File: src/rtl/proc_pkg.sv
// Shared definitions for the accumulator processor and its program loader.
package proc_pkg;

    localparam int unsigned PROC_ADDR_WIDTH   = 6;
    localparam int unsigned PROC_DATA_WIDTH   = 11;
    localparam int unsigned PROC_OPCODE_WIDTH = 5;

    // Processor port-select codes; the even (IN) codes steer a port into its memory.
    localparam logic [3:0] PA_IN  = 4'b0000;
    localparam logic [3:0] PA_OUT = 4'b0001;
    localparam logic [3:0] PB_IN  = 4'b0010;
    localparam logic [3:0] PB_OUT = 4'b0011;
    localparam logic [3:0] PC_IN  = 4'b0100;
    localparam logic [3:0] PC_OUT = 4'b0101;
    localparam logic [3:0] PD_IN  = 4'b0110;
    localparam logic [3:0] PD_OUT = 4'b0111;

    // Processor opcodes (upper field of each program word).
    localparam logic [4:0] OP_NOP = 5'd0;
    localparam logic [4:0] OP_LDA = 5'd1;
    localparam logic [4:0] OP_ADD = 5'd2;
    localparam logic [4:0] OP_SUB = 5'd3;
    localparam logic [4:0] OP_STA = 5'd4;
    localparam logic [4:0] OP_JMP = 5'd5;
    localparam logic [4:0] OP_JZ  = 5'd6;
    localparam logic [4:0] OP_HLT = 5'd31;

    typedef enum logic [1:0] {
        StIdle,
        StFetch,
        StDrive,
        StRelease
    } loader_state_e;

    // Map a target bank number onto the processor's write port-select code.
    function automatic logic [3:0] bank_to_sel(input logic [1:0] bank);
        logic [3:0] sel;
        unique case (bank)
            2'd0:    sel = PA_IN;
            2'd1:    sel = PB_IN;
            2'd2:    sel = PC_IN;
            default: sel = PD_IN;
        endcase
        return sel;
    endfunction

endpackage

File: src/rtl/sync_fifo.sv
// Small synchronous FIFO with occupancy count; push while full is honoured if a pop
// happens in the same cycle.
module sync_fifo #(
    parameter int unsigned WIDTH = 8,
    parameter int unsigned DEPTH = 4
) (
    input  logic                     clk,
    input  logic                     reset,
    input  logic                     push,
    input  logic                     pop,
    input  logic [WIDTH-1:0]         din,
    output logic [WIDTH-1:0]         dout,
    output logic                     full,
    output logic                     empty,
    output logic [$clog2(DEPTH):0]   count
);

    localparam int unsigned PtrW = $clog2(DEPTH);

    logic [WIDTH-1:0] mem [DEPTH];
    logic [PtrW-1:0]  rd_ptr;
    logic [PtrW-1:0]  wr_ptr;
    logic             do_push;
    logic             do_pop;

    assign empty   = (count == '0);
    assign full    = (count == (PtrW + 1)'(DEPTH));
    assign do_pop  = pop && !empty;
    assign do_push = push && (!full || do_pop);
    assign dout    = mem[rd_ptr];

    // Storage array; contents are only observed through count-qualified reads.
    always_ff @(posedge clk) begin
        if (do_push) begin
            mem[wr_ptr] <= din;
        end
    end

    // Pointers wrap naturally because DEPTH is a power of two.
    always_ff @(posedge clk or negedge reset) begin
        if (!reset) begin
            rd_ptr <= '0;
            wr_ptr <= '0;
            count  <= '0;
        end else begin
            if (do_push) begin
                wr_ptr <= wr_ptr + 1'b1;
            end
            if (do_pop) begin
                rd_ptr <= rd_ptr + 1'b1;
            end
            if (do_push && !do_pop) begin
                count <= count + 1'b1;
            end else if (do_pop && !do_push) begin
                count <= count - 1'b1;
            end
        end
    end

endmodule

File: src/rtl/prog_loader.sv
// Bus master that streams buffered words into one of the processor's memories, holding
// each address/data pair long enough to cover the processor's port-capture latency.
module prog_loader
    import proc_pkg::*;
#(
    parameter int unsigned ADDR_WIDTH  = PROC_ADDR_WIDTH,
    parameter int unsigned DATA_WIDTH  = PROC_DATA_WIDTH,
    parameter int unsigned FIFO_DEPTH  = 4,
    parameter int unsigned HOLD_CYCLES = 2
) (
    input  logic                  clk,
    input  logic                  reset,
    input  logic                  start,
    input  logic [ADDR_WIDTH-1:0] base_addr,
    input  logic [ADDR_WIDTH:0]   length,
    input  logic [1:0]            bank,
    input  logic                  in_valid,
    input  logic [DATA_WIDTH-1:0] in_data,
    output logic                  in_ready,
    output logic                  wr,
    output logic [ADDR_WIDTH-1:0] address,
    output logic [3:0]            port_sel,
    output logic [DATA_WIDTH-1:0] port_data,
    output logic                  busy,
    output logic                  done,
    output logic                  overflow
);

    localparam int unsigned CntW  = $clog2(FIFO_DEPTH) + 1;
    localparam int unsigned HoldW = $clog2(HOLD_CYCLES);
    localparam logic [HoldW-1:0] HoldLoad = HoldW'(HOLD_CYCLES - 1);

    logic                  fifo_push;
    logic                  fifo_pop;
    logic                  fifo_full;
    logic                  fifo_empty;
    logic [DATA_WIDTH-1:0] fifo_dout;
    logic [CntW-1:0]       fifo_count;

    loader_state_e         state;
    logic [ADDR_WIDTH-1:0] cur_addr;
    logic [ADDR_WIDTH:0]   remaining;
    logic [1:0]            bank_lat;
    logic [HoldW-1:0]      hold;
    logic                  after_session;

    // A pop in FETCH frees a slot, so a full FIFO can still accept that cycle.
    assign fifo_pop  = (state == StFetch) && !fifo_empty;
    assign in_ready  = !fifo_full || fifo_pop;
    assign fifo_push = in_valid && in_ready;

    sync_fifo #(
        .WIDTH (DATA_WIDTH),
        .DEPTH (FIFO_DEPTH)
    ) u_fifo (
        .clk   (clk),
        .reset (reset),
        .push  (fifo_push),
        .pop   (fifo_pop),
        .din   (in_data),
        .dout  (fifo_dout),
        .full  (fifo_full),
        .empty (fifo_empty),
        .count (fifo_count)
    );

    // Session FSM with registered bus outputs.
    always_ff @(posedge clk or negedge reset) begin
        if (!reset) begin
            state         <= StIdle;
            cur_addr      <= '0;
            remaining     <= '0;
            bank_lat      <= '0;
            hold          <= '0;
            after_session <= 1'b0;
            wr            <= 1'b0;
            address       <= '0;
            port_sel      <= '0;
            port_data     <= '0;
            busy          <= 1'b0;
            done          <= 1'b0;
            overflow      <= 1'b0;
        end else begin
            done <= 1'b0;
            unique case (state)
                StIdle: begin
                    if (start) begin
                        cur_addr      <= base_addr;
                        remaining     <= length;
                        bank_lat      <= bank;
                        overflow      <= 1'b0;
                        after_session <= 1'b0;
                        if (length == '0) begin
                            done <= 1'b1;
                        end else begin
                            busy  <= 1'b1;
                            state <= StFetch;
                        end
                    end else if (after_session && fifo_count != '0) begin
                        overflow <= 1'b1;
                    end
                end
                StFetch: begin
                    // While starved, wr stays up and the previous pair is simply rewritten.
                    if (!fifo_empty) begin
                        port_data <= fifo_dout;
                        address   <= cur_addr;
                        port_sel  <= bank_to_sel(bank_lat);
                        wr        <= 1'b1;
                        hold      <= HoldLoad;
                        state     <= StDrive;
                    end
                end
                StDrive: begin
                    if (hold != '0) begin
                        hold <= hold - 1'b1;
                    end else begin
                        remaining <= remaining - 1'b1;
                        cur_addr  <= cur_addr + 1'b1;
                        state     <= (remaining == (ADDR_WIDTH + 1)'(1)) ? StRelease : StFetch;
                    end
                end
                StRelease: begin
                    wr            <= 1'b0;
                    busy          <= 1'b0;
                    done          <= 1'b1;
                    after_session <= 1'b1;
                    if (fifo_count != '0) begin
                        overflow <= 1'b1;
                    end
                    state <= StIdle;
                end
                default: state <= StIdle;
            endcase
        end
    end

endmodule

File: config.mk
export PLATFORM = sky130hd
export DESIGN_NAME = prog_loader
export DESIGN_NICKNAME = d
export VERILOG_FILES = /design/src/rtl/proc_pkg.sv /design/src/rtl/sync_fifo.sv /design/src/rtl/prog_loader.sv
export SDC_FILE = /design/constraint.sdc
export NUM_CORES = 1
export LEC_CHECK = 0
export ABC_CLOCK_PERIOD_IN_PS = 3400
export CAP_MARGIN = 5
export CORE_MARGIN = 2
export CORE_UTILIZATION = 30
export CTS_BUF_LIST = sky130_fd_sc_hd__clkbuf_2
export DETAILED_ROUTE_END_ITERATION = 6
export PLACE_DENSITY_LB_ADDON = 0.3
export SLEW_MARGIN = 40
export SYNTH_ARGS = -nofsm -noshare
export SYNTH_HDL_FRONTEND = slang
export SYNTH_SLANG_ARGS = --single-unit
export TNS_END_PERCENT = 30
File: constraint.sdc
create_clock -name clk -period 3.4 [get_ports clk]
set_input_delay 0.34 -clock clk [delete_from_list [all_inputs] [get_ports clk]]
set_output_delay 0.34 -clock clk [all_outputs]
set_load 0.1 [all_outputs]
# Yosys cells after proc, flatten, opt, wreduce, memory -nomap -nowiden
# Memories as Yosys holds them, arrays and structs flattened. A register that Yosys moved wholly into a read port is not among the register bits.
# Cells that the tools add are included.
[totals] ff_bits=40 mem_bits_rw=44 mem_count=1
[classes] addsub=7 eq_ne=13 mux=33 bitwise_logic=1 n_reduce_logical=33
[memory_table] memory="u_fifo.mem" depth=4 word_bits=11 rd=1 rd_clocked_by_memory_dff=1 wr=1 line_no="sync_fifo.sv:20" rtl="logic [WIDTH-1:0] mem [DEPTH];"
[op_table] operator="$mux 7" n=2
[op_table] operator="$pmux 7 s2" n=1
[op_table] operator="$mux 1" n=12
[op_table] operator="$mux 6" n=2
[op_table] operator="$pmux 1 s2" n=6
[op_table] operator="$pmux 6 s2" n=1
[op_table] operator="$mux 2" n=5
[op_table] operator="$ne 2x2->1 const B" n=5
[op_table] operator="$reduce_and 2->1" n=5
[op_table] operator="$reduce_bool 2->1" n=5
[op_table] operator="$pmux 3 s3" n=1
[op_table] operator="$reduce_and 3->1" n=3
[op_table] operator="$pmux 2 s4" n=1
[op_table] operator="$eq 7x1->1 const B" n=1
[op_table] operator="$logic_and 1x1->1" n=7
[op_table] operator="$logic_not 7->1" n=1
[op_table] operator="$sub 7x1->7 const B" n=1
[op_table] operator="$add 6x1->6 const B" n=1
[op_table] operator="$eq 2x2->1 const B" n=3
[op_table] operator="$mux 3" n=2
[op_table] operator="$logic_not 1->1" n=5
[op_table] operator="$add 2x1->2 const B" n=2
[op_table] operator="$eq 2x1->1 const B" n=2
[op_table] operator="$logic_not 2->1" n=2
[op_table] operator="10 further kinds" n=11

# Logic depth before layout (Yosys ltp)
# Gate-level depths: netlist of run 1.
[logic_depth] depth_word=10 ltp_mapped=11 mapped_depth_nobuf=10

# Hierarchy
# From an unflattened synthesis of run 1, not the netlist that was laid out.
[unflattened] hier_cells=328 area_unflattened_um2=4129.0
[modules_own_cells] mod="prog_loader" n_inst=1 cells_per_inst=236 area_per_inst_um2=2102.0 seq_area_each_um2=1051.0
[modules_own_cells] mod="sync_fifo" n_inst=1 cells_per_inst=92 area_per_inst_um2=2026.9 seq_area_each_um2=1496.4

# Worst setup path before layout of run 1
# OpenSTA, ideal clock, no wires.
[synth_path] path_kind="register to register" start="reg state[1]" end="reg u_fifo.count[2]" arrival_ns=3.027 required_ns=3.321 slack_ns=0.293 stages_incl_launch_ff=12 n_path_buf=1 synth_period_minus_slack_ns=3.107 cell_sequence="dfrtp_1 -> inv_1 -> ha_1 -> or4b_1 -> clkbuf_1 -> and2_4 -> ha_1 -> inv_1 -> fa_1 -> xor2_1 -> nor2_1 -> xor2_1"
[synth_via] elab_chain_len=8 word_cells_on_any_way=13
[synth_lines] element="start, declared" line_no="prog_loader.sv:40" rtl="loader_state_e state;"
[synth_lines] element="start signal, assigned" line_no="prog_loader.sv:70" rtl="state <= StIdle;"
[synth_lines] element="start signal, assigned" line_no="prog_loader.sv:97" rtl="state <= StFetch;"
[synth_lines] element="start signal, assigned" line_no="prog_loader.sv:111" rtl="state <= StDrive;"
[synth_lines] element="$eq 2x1->1 (*)" line_no="prog_loader.sv:48" rtl="assign fifo_pop = (state == StFetch) && !fifo_empty;"
[synth_lines] element="$logic_and 1x1->1 (*)" line_no="prog_loader.sv:48"
[synth_lines] element="$logic_or 1x1->1 (*)" line_no="prog_loader.sv:49" rtl="assign in_ready = !fifo_full || fifo_pop;"
[synth_lines] element="named net in_ready" line_no="prog_loader.sv:19" rtl="output logic in_ready,"
[synth_lines] element="$logic_and 1x1->1 (*)" line_no="prog_loader.sv:50" rtl="assign fifo_push = in_valid && in_ready;"
[synth_lines] element="$logic_and 1x1->1 (*)" line_no="sync_fifo.sv:29" rtl="assign do_push = push && (!full || do_pop);"
[synth_lines] element="named net u_fifo.do_push" line_no="sync_fifo.sv:23" rtl="logic do_push;"
[synth_lines] element="$logic_not 1->1" line_no="sync_fifo.sv:54" rtl="end else if (do_pop && !do_push) begin"
[synth_lines] element="$logic_and 1x1->1" line_no="sync_fifo.sv:54"
[synth_lines] element="$reduce_bool 2->1 (no source line)"
[synth_lines] element="end signal, assigned" line_no="sync_fifo.sv:53" rtl="count <= count + 1'b1;"
[synth_lines] element="end signal, assigned" line_no="sync_fifo.sv:55" rtl="count <= count - 1'b1;"
[synth_lines] element="end, declared" line_no="sync_fifo.sv:15" rtl="output logic [$clog2(DEPTH):0] count"
# The timed path passes the listed nets; every way through them passes the cells marked *.
# A chain may end at the register's enable or synchronous reset.

# Worst setup path in the final report of run 1
[layout_path] start="reg state[1]" end="reg u_fifo.count[1]"
[layout_via] elab_chain_len=8 word_cells_on_any_way=13
[layout_lines] element="$eq 2x1->1 (*)" line_no="prog_loader.sv:48"
[layout_lines] element="$logic_and 1x1->1 (*)" line_no="prog_loader.sv:48"
[layout_lines] element="$logic_or 1x1->1 / $logic_and 1x1->1 (equally long branches)" line_no="prog_loader.sv:49, sync_fifo.sv:28"
[layout_lines] element="$logic_and 1x1->1 / $logic_or 1x1->1 (equally long branches)" line_no="prog_loader.sv:50, sync_fifo.sv:29"
[layout_lines] element="$logic_and 1x1->1 (*)" line_no="sync_fifo.sv:29"
[layout_lines] element="named net u_fifo.do_push" line_no="sync_fifo.sv:23"
[layout_lines] element="$logic_not 1->1" line_no="sync_fifo.sv:54"
[layout_lines] element="$logic_and 1x1->1" line_no="sync_fifo.sv:54"
[layout_lines] element="$reduce_bool 2->1 (no source line)"
# Marked as above.

==> results.json, run 1 <==
{
  "cts_root_buf": "clkbuf_2",
  "synth_seq_cells": 93,
  "synth_top_cells_by_count": "69 x nand2_1, 49 x dfrtp_1, 44 x edfxtp_1",
  "grt_overflow": 0,
  "final_max_slew_viol_count": 0,
  "startpoint_type": "flip-flop",
  "clkLatencyLatePin_ps": 580,
  "synthesis.area_sq_mm": 0.00412,
  "clock_sinks": 93,
  "status": "finished, final reports clean",
  "worstSetupEndpointType": "flip-flop",
  "routed_wl_mm": 8.51,
  "criticalPathCategory": "reg -> reg",
  "min_period_ps": 2630,
  "syn_to_final_growth_pct": 17.6,
  "drcViolationCount": 0,
  "htree_levels": 3,
  "yosys-top-cells-area": "edfxtp_1 32%, dfrtp_1 30%, nand2_1 6.3%",
  "crit_required_ps": 3910,
  "yosys.area.top_type": "edfxtp_1",
  "slew_headroom_pct": 57.7,
  "cts_hold_buffers": 1,
  "cap_violations": 0,
  "period_share_pct": 77.2,
  "gp_congestion": 0.814,
  "async_flop_share_pct": 52.7,
  "tightest_slew_ps": 634,
  "cp.arrival_ps": 3130,
  "dp_hpwl_mm": 5.92,
  "core_sq_mm": 0.0133,
  "grt_pass1_wl_mm": 14.1,
  "synthCells": 327,
  "grtUsageTotal_pct": 12.6,
  "cp_max_fo": 6,
  "vias": 2640,
  "numPortBuffers": 53,
  "synth_edf_count": 44,
  "syn_avg_cell_area_sq_um": 12.6,
  "grt_max_degree": 39,
  "cts.path.max_buffers": 2,
  "tns_ps": 0,
  "diodes": 0,
  "die_w_microns": 121,
  "cts.clk_slew.worst_paths_ps": 280,
  "yosysMostFrequentCell": "nand2_1",
  "post_drt_wl_per_cell_microns": 15.2,
  "grt_pass1_vias": 2615,
  "antenna_found_initial": 0,
  "cts.repair.resized": 0,
  "start_util_pct": 30.9,
  "finalHoldViolations": 0,
  "rows": 42,
  "final_net_count": 423,
  "drive_gt1_share_pct": 18.8,
  "drt-initial-drc-count": 206,
  "cts_setup_buffers": 0,
  "hold_path_class": "in -> async",
  "skew_ps": 29.7,
  "synth_warnings": 0,
  "setup_viol": 0,
  "max_freq_mhz": 381,
  "post-synth-top-area-fraction_pct": 32.1,
  "ys_types": 51,
  "die_h_microns": 121,
  "cts_tree": "done",
  "ant_nets": 0,
  "cts_buffers": 9,
  "grt_setup_unrepaired": "false",
  "ys_seq_area_share_pct": 61.8,
  "dieArea_sq_mm": 0.0147,
  "boundaryPins": 56,
  "synthFlopType": "dfrtp_1",
  "avgViaCountPerCell": 4.71,
  "dr.pass1.iters": 4
}
==> per-layer routing <==
layer / vias to the layer above / share of wire [%] / track usage [%]
met3: 4 / 5.2 / 3.81
met2: 73 / 47 / 20.0
met1: 1286 / 48 / 16.8
met5: - / 0 / 0
li1: 1277 / - / -
met4: 0 / 0.48 / 3.88
==> path summary, 6_finish.rpt <==
path                                        startpoint                     endpoint  slack, ps  depth (start not counted)
worst max-delay path              state[1]$_DFFE_PN0P_  u_fifo.count[1]$_DFFE_PN0P_        770                          8
worst min-delay path                             reset       address[1]$_DFFE_PN0P_        230                          2
worst max register to register    state[1]$_DFFE_PN0P_  u_fifo.count[1]$_DFFE_PN0P_        770                          8
worst min register to register  address[1]$_DFFE_PN0P_       address[1]$_DFFE_PN0P_        520                          2
max in group asynchronous                        reset     remaining[5]$_DFFE_PN0P_       2580                          3
min in group clk                            in_data[8]   u_fifo.mem[3][8]$_DFFE_PP_        330                          1
==> registers in the layout, indices dropped and copies added (netlist names) <==
register       cells
wr                 1
state              2
u_fifo.mem        44
port_data         11
address            6
u_fifo.wr_ptr      2
u_fifo.count       3
hold               1
bank_lat           2
remaining          7
port_sel           2
done               1
cur_addr           6
u_fifo.rd_ptr      2
overflow           1
after_session      1
busy               1
==> area by class of cell <==
cell class | instances | area [sq um]
tap | 176 | 220
inverter | 11 | 41.3
timing repair buffer | 57 | 443
fill | 1346 | 8500
clock inverter | 7 | 100
clock buffer | 9 | 45.0
multi-input combinational | 207 | 1450
sequential | 93 | 2550
==> per-stage QoR <==
| step | setup slack, ps | cell area, sq um | utilization [%] | hold WS [ps] | cells |
|---|---|---|---|---|---|
| after floorplan | 293 | 4120 | - | 44.4 | 328 |
| after global placement | 894 | 4800 | 36.0 | 460 | 543 |
| after detailed placement | 798 | 4690 | 35.1 | 354 | 543 |
| after CTS | 728 | 4840 | 36.3 | 188 | 560 |
| after global routing | 602 | 4840 | 36.3 | 143 | 560 |
| final | 774 | 4840 | 36.3 | 227 | 560 |
==> critical path: stages, from the launching register on <==
cell     delay [ps]
dfrtp_1         450
inv_1           110
ha_1            250
or4b_1          580
and2_4          220
ha_1            200
inv_1            80
fa_1            400
mux2_2          260
==> cells by family after synthesis <==
| kind of cell | count (synthesis) | share of synthesized area [%] |
|---|---|---|
| adders and majority gates | 14 | 4.43 |
| other | 1 | 0.0910 |
| buffers and inverters | 28 | 3.16 |
| muxes | 20 | 8.29 |
| AOI/OAI and AO/OA | 46 | 7.29 |
| xor gates and xnor gates | 6 | 1.28 |
| DFF | 93 | 61.8 |
| and+or+nand+nor | 119 | 13.6 |
==> layout by cell type (no fill, tap or decap), types with 2 or more instances in the layout <==
cell             count
xor2_1               2
mux4_2              11
clkinv_8             2
o221a_2              4
o21ai_0             13
inv_1               10
and2_1               2
edfxtp_1            44
mux2_2               3
xnor2_1              4
nor3_1               2
o21ai_1              3
o211ai_1             2
nand3_1              6
a211oi_1             2
buf_2               23
nor2_1              14
inv_6                3
nand2_1             69
or3_1                3
and3_1               5
a21oi_1              7
nor4_1               5
or2_2                2
clkbuf_2             9
nand4_1              2
mux2i_1              6
dfrtp_1             48
o22ai_1              6
clkdlybuf4s50_1     28
ha_1                13
buf_4                5
a31oi_1              3
conb_1               2
Power of run 1 is not shown: default switching activity piles up to over one toggle a cycle in this logic, so the estimate is an artifact.
==> inputs of run 2 (changes only) <==
ABC_CLOCK_PERIOD_IN_PS = 2750   (was 3400)
clock period = 2.75 ns   (was 3.4 ns; I/O delays follow)
==> results.json, run 2 (synthesized netlist as in run 1, its figures left out) <==
{
  "status": "finished, final reports clean",
  "crit_slowest_cell": "or4b_1",
  "post_drt_wl_per_cell_microns": 15.7,
  "top_regs": "u_fifo.mem x44, port_data x11, remaining x7",
  "grt_pass1_vias": 2878,
  "htree_levels": 3,
  "fin_area_sq_mm": 0.00489,
  "cap_violations": 0,
  "rows": 42,
  "dp_slack_ps": 155,
  "routed_wl_mm": 8.88,
  "vias": 2705,
  "gp_congestion": 0.821,
  "skew_ps": 32.3,
  "grt_setup_unrepaired": "false",
  "worstSetupEndpointType": "flip-flop",
  "fillers": 1324,
  "numPortBuffers": 53,
  "min_period_ps": 2580,
  "path_buf_inv": 2,
  "grt_overflow": 0,
  "cts_buffers": 9,
  "cts_tree": "done",
  "final_net_count": 428,
  "die_w_microns": 121,
  "cts_root_buf": "clkbuf_2",
  "core_sq_mm": 0.0133,
  "clock_sinks": 93,
  "setup_ws_ps": 167,
  "drt-initial-drc-count": 215,
  "antenna_found_initial": 0,
  "dieArea_sq_mm": 0.0147,
  "diodes": 0,
  "path_delay_family": "adder cells",
  "boundaryPins": 56,
  "cts.repair.resized": 0,
  "clkLatencyLatePin_ps": 570,
  "startpoint_type": "flip-flop",
  "crit_chain": "inv_1 -> ha_1 -> or4b_1 -> and2_4 -> ha_1 -> inv_1 -> fa_1 -> mux2_2",
  "dp_hpwl_mm": 6.10,
  "start_util_pct": 30.9,
  "slowest_delay_ps": 580,
  "hold_path_class": "in -> async",
  "dr.pass1.iters": 4,
  "drive_gt1_share_pct": 19.3,
  "regMostFlops": "u_fifo.mem",
  "largest_register_ffs": 44,
  "grt_pass1_wl_mm": 14.6,
  "grt_max_degree": 31,
  "tightest_slew_ps": 638,
  "avgViaCountPerCell": 4.79,
  "post_dp_cell_area_sq_mm": 0.00477,
  "finalHoldViolations": 0,
  "cts.path.max_buffers": 2,
  "cp.arrival_ps": 3080,
  "final_max_slew_viol_count": 0,
  "die_h_microns": 121,
  "cp_max_fo": 6,
  "slew_headroom_pct": 57.5,
  "period_share_pct": 93.9,
  "cts.clk_slew.worst_paths_ps": 280,
  "syn_to_final_growth_pct": 18.8,
  "setup_viol": 0,
  "criticalPathCategory": "reg -> reg",
  "drcViolationCount": 0,
  "mostFrequentLayoutCell": "nand2_1",
  "crit_required_ps": 3250,
  "ant_nets": 0,
  "grtUsageTotal_pct": 13.0,
  "max_freq_mhz": 387,
  "mostFrequentLayoutCells": "69 x nand2_1, 49 x dfrtp_1, 44 x edfxtp_1"
}
[run 2: path summary, 6_finish.rpt]
path / from / end / slack (ps) / depth (start not counted)
hold / removal: reset / port_data[5]$_DFFE_PN0P_ / 130 / 2
max in group asynchronous: reset / port_data[2]$_DFFE_PN0P_ / 2090 / 3
setup / recovery: state[1]$_DFFE_PN0P_ / u_fifo.count[1]$_DFFE_PN0P_ / 170 / 8
hold reg to reg: port_data[4]$_DFFE_PN0P_ / port_data[4]$_DFFE_PN0P_ / 510 / 2
min in group clk: in_data[0] / u_fifo.mem[2][0]$_DFFE_PP_ / 300 / 1
setup reg to reg: state[1]$_DFFE_PN0P_ / u_fifo.count[1]$_DFFE_PN0P_ / 170 / 8
[run 2: routing by layer]
layer  vias up  part of all wire, %  wire, microns  GRT usage (%)
met4         0                  1.3            119           3.88
met2        72                   48           4220           21.6
met3        11                  4.7            419           3.57
met5         -                    0              0              0
li1       1280                    -              -              -
met1      1342                   46           4120           16.5
[run 2: what timing repair did]
item	CTS	global route
hold buffers	1	0
hold endpoints to repair	28	0
endpoints found under the setup margin	0	1
setup buffers	0	1
[run 2: cell type report]
cell class	instances	area, sq um	share of cell area [%]
timing repair buffer	62	538	11.0
clock buffer	9	45.0	0.920
tap	176	220	4.50
multi-input combinational	207	1450	29.6
inverter	11	41.3	0.844
clock inverter	7	56.3	1.15
sequential	93	2550	52.0
[run 2: per-stage QoR]
stage	instances	util (%)	hold WS (ps)	setup TNS (ps)
6_report	565	36.7	128	0
3_3_place_gp	547	35.8	357	0
3_5_place_dp	547	35.8	373	0
4_1_cts	564	36.6	210	0
2_1_floorplan	328	-	-20.6	-99.9
5_1_grt	565	36.7	84.0	0
Power of run 2 is left out for the same reason.
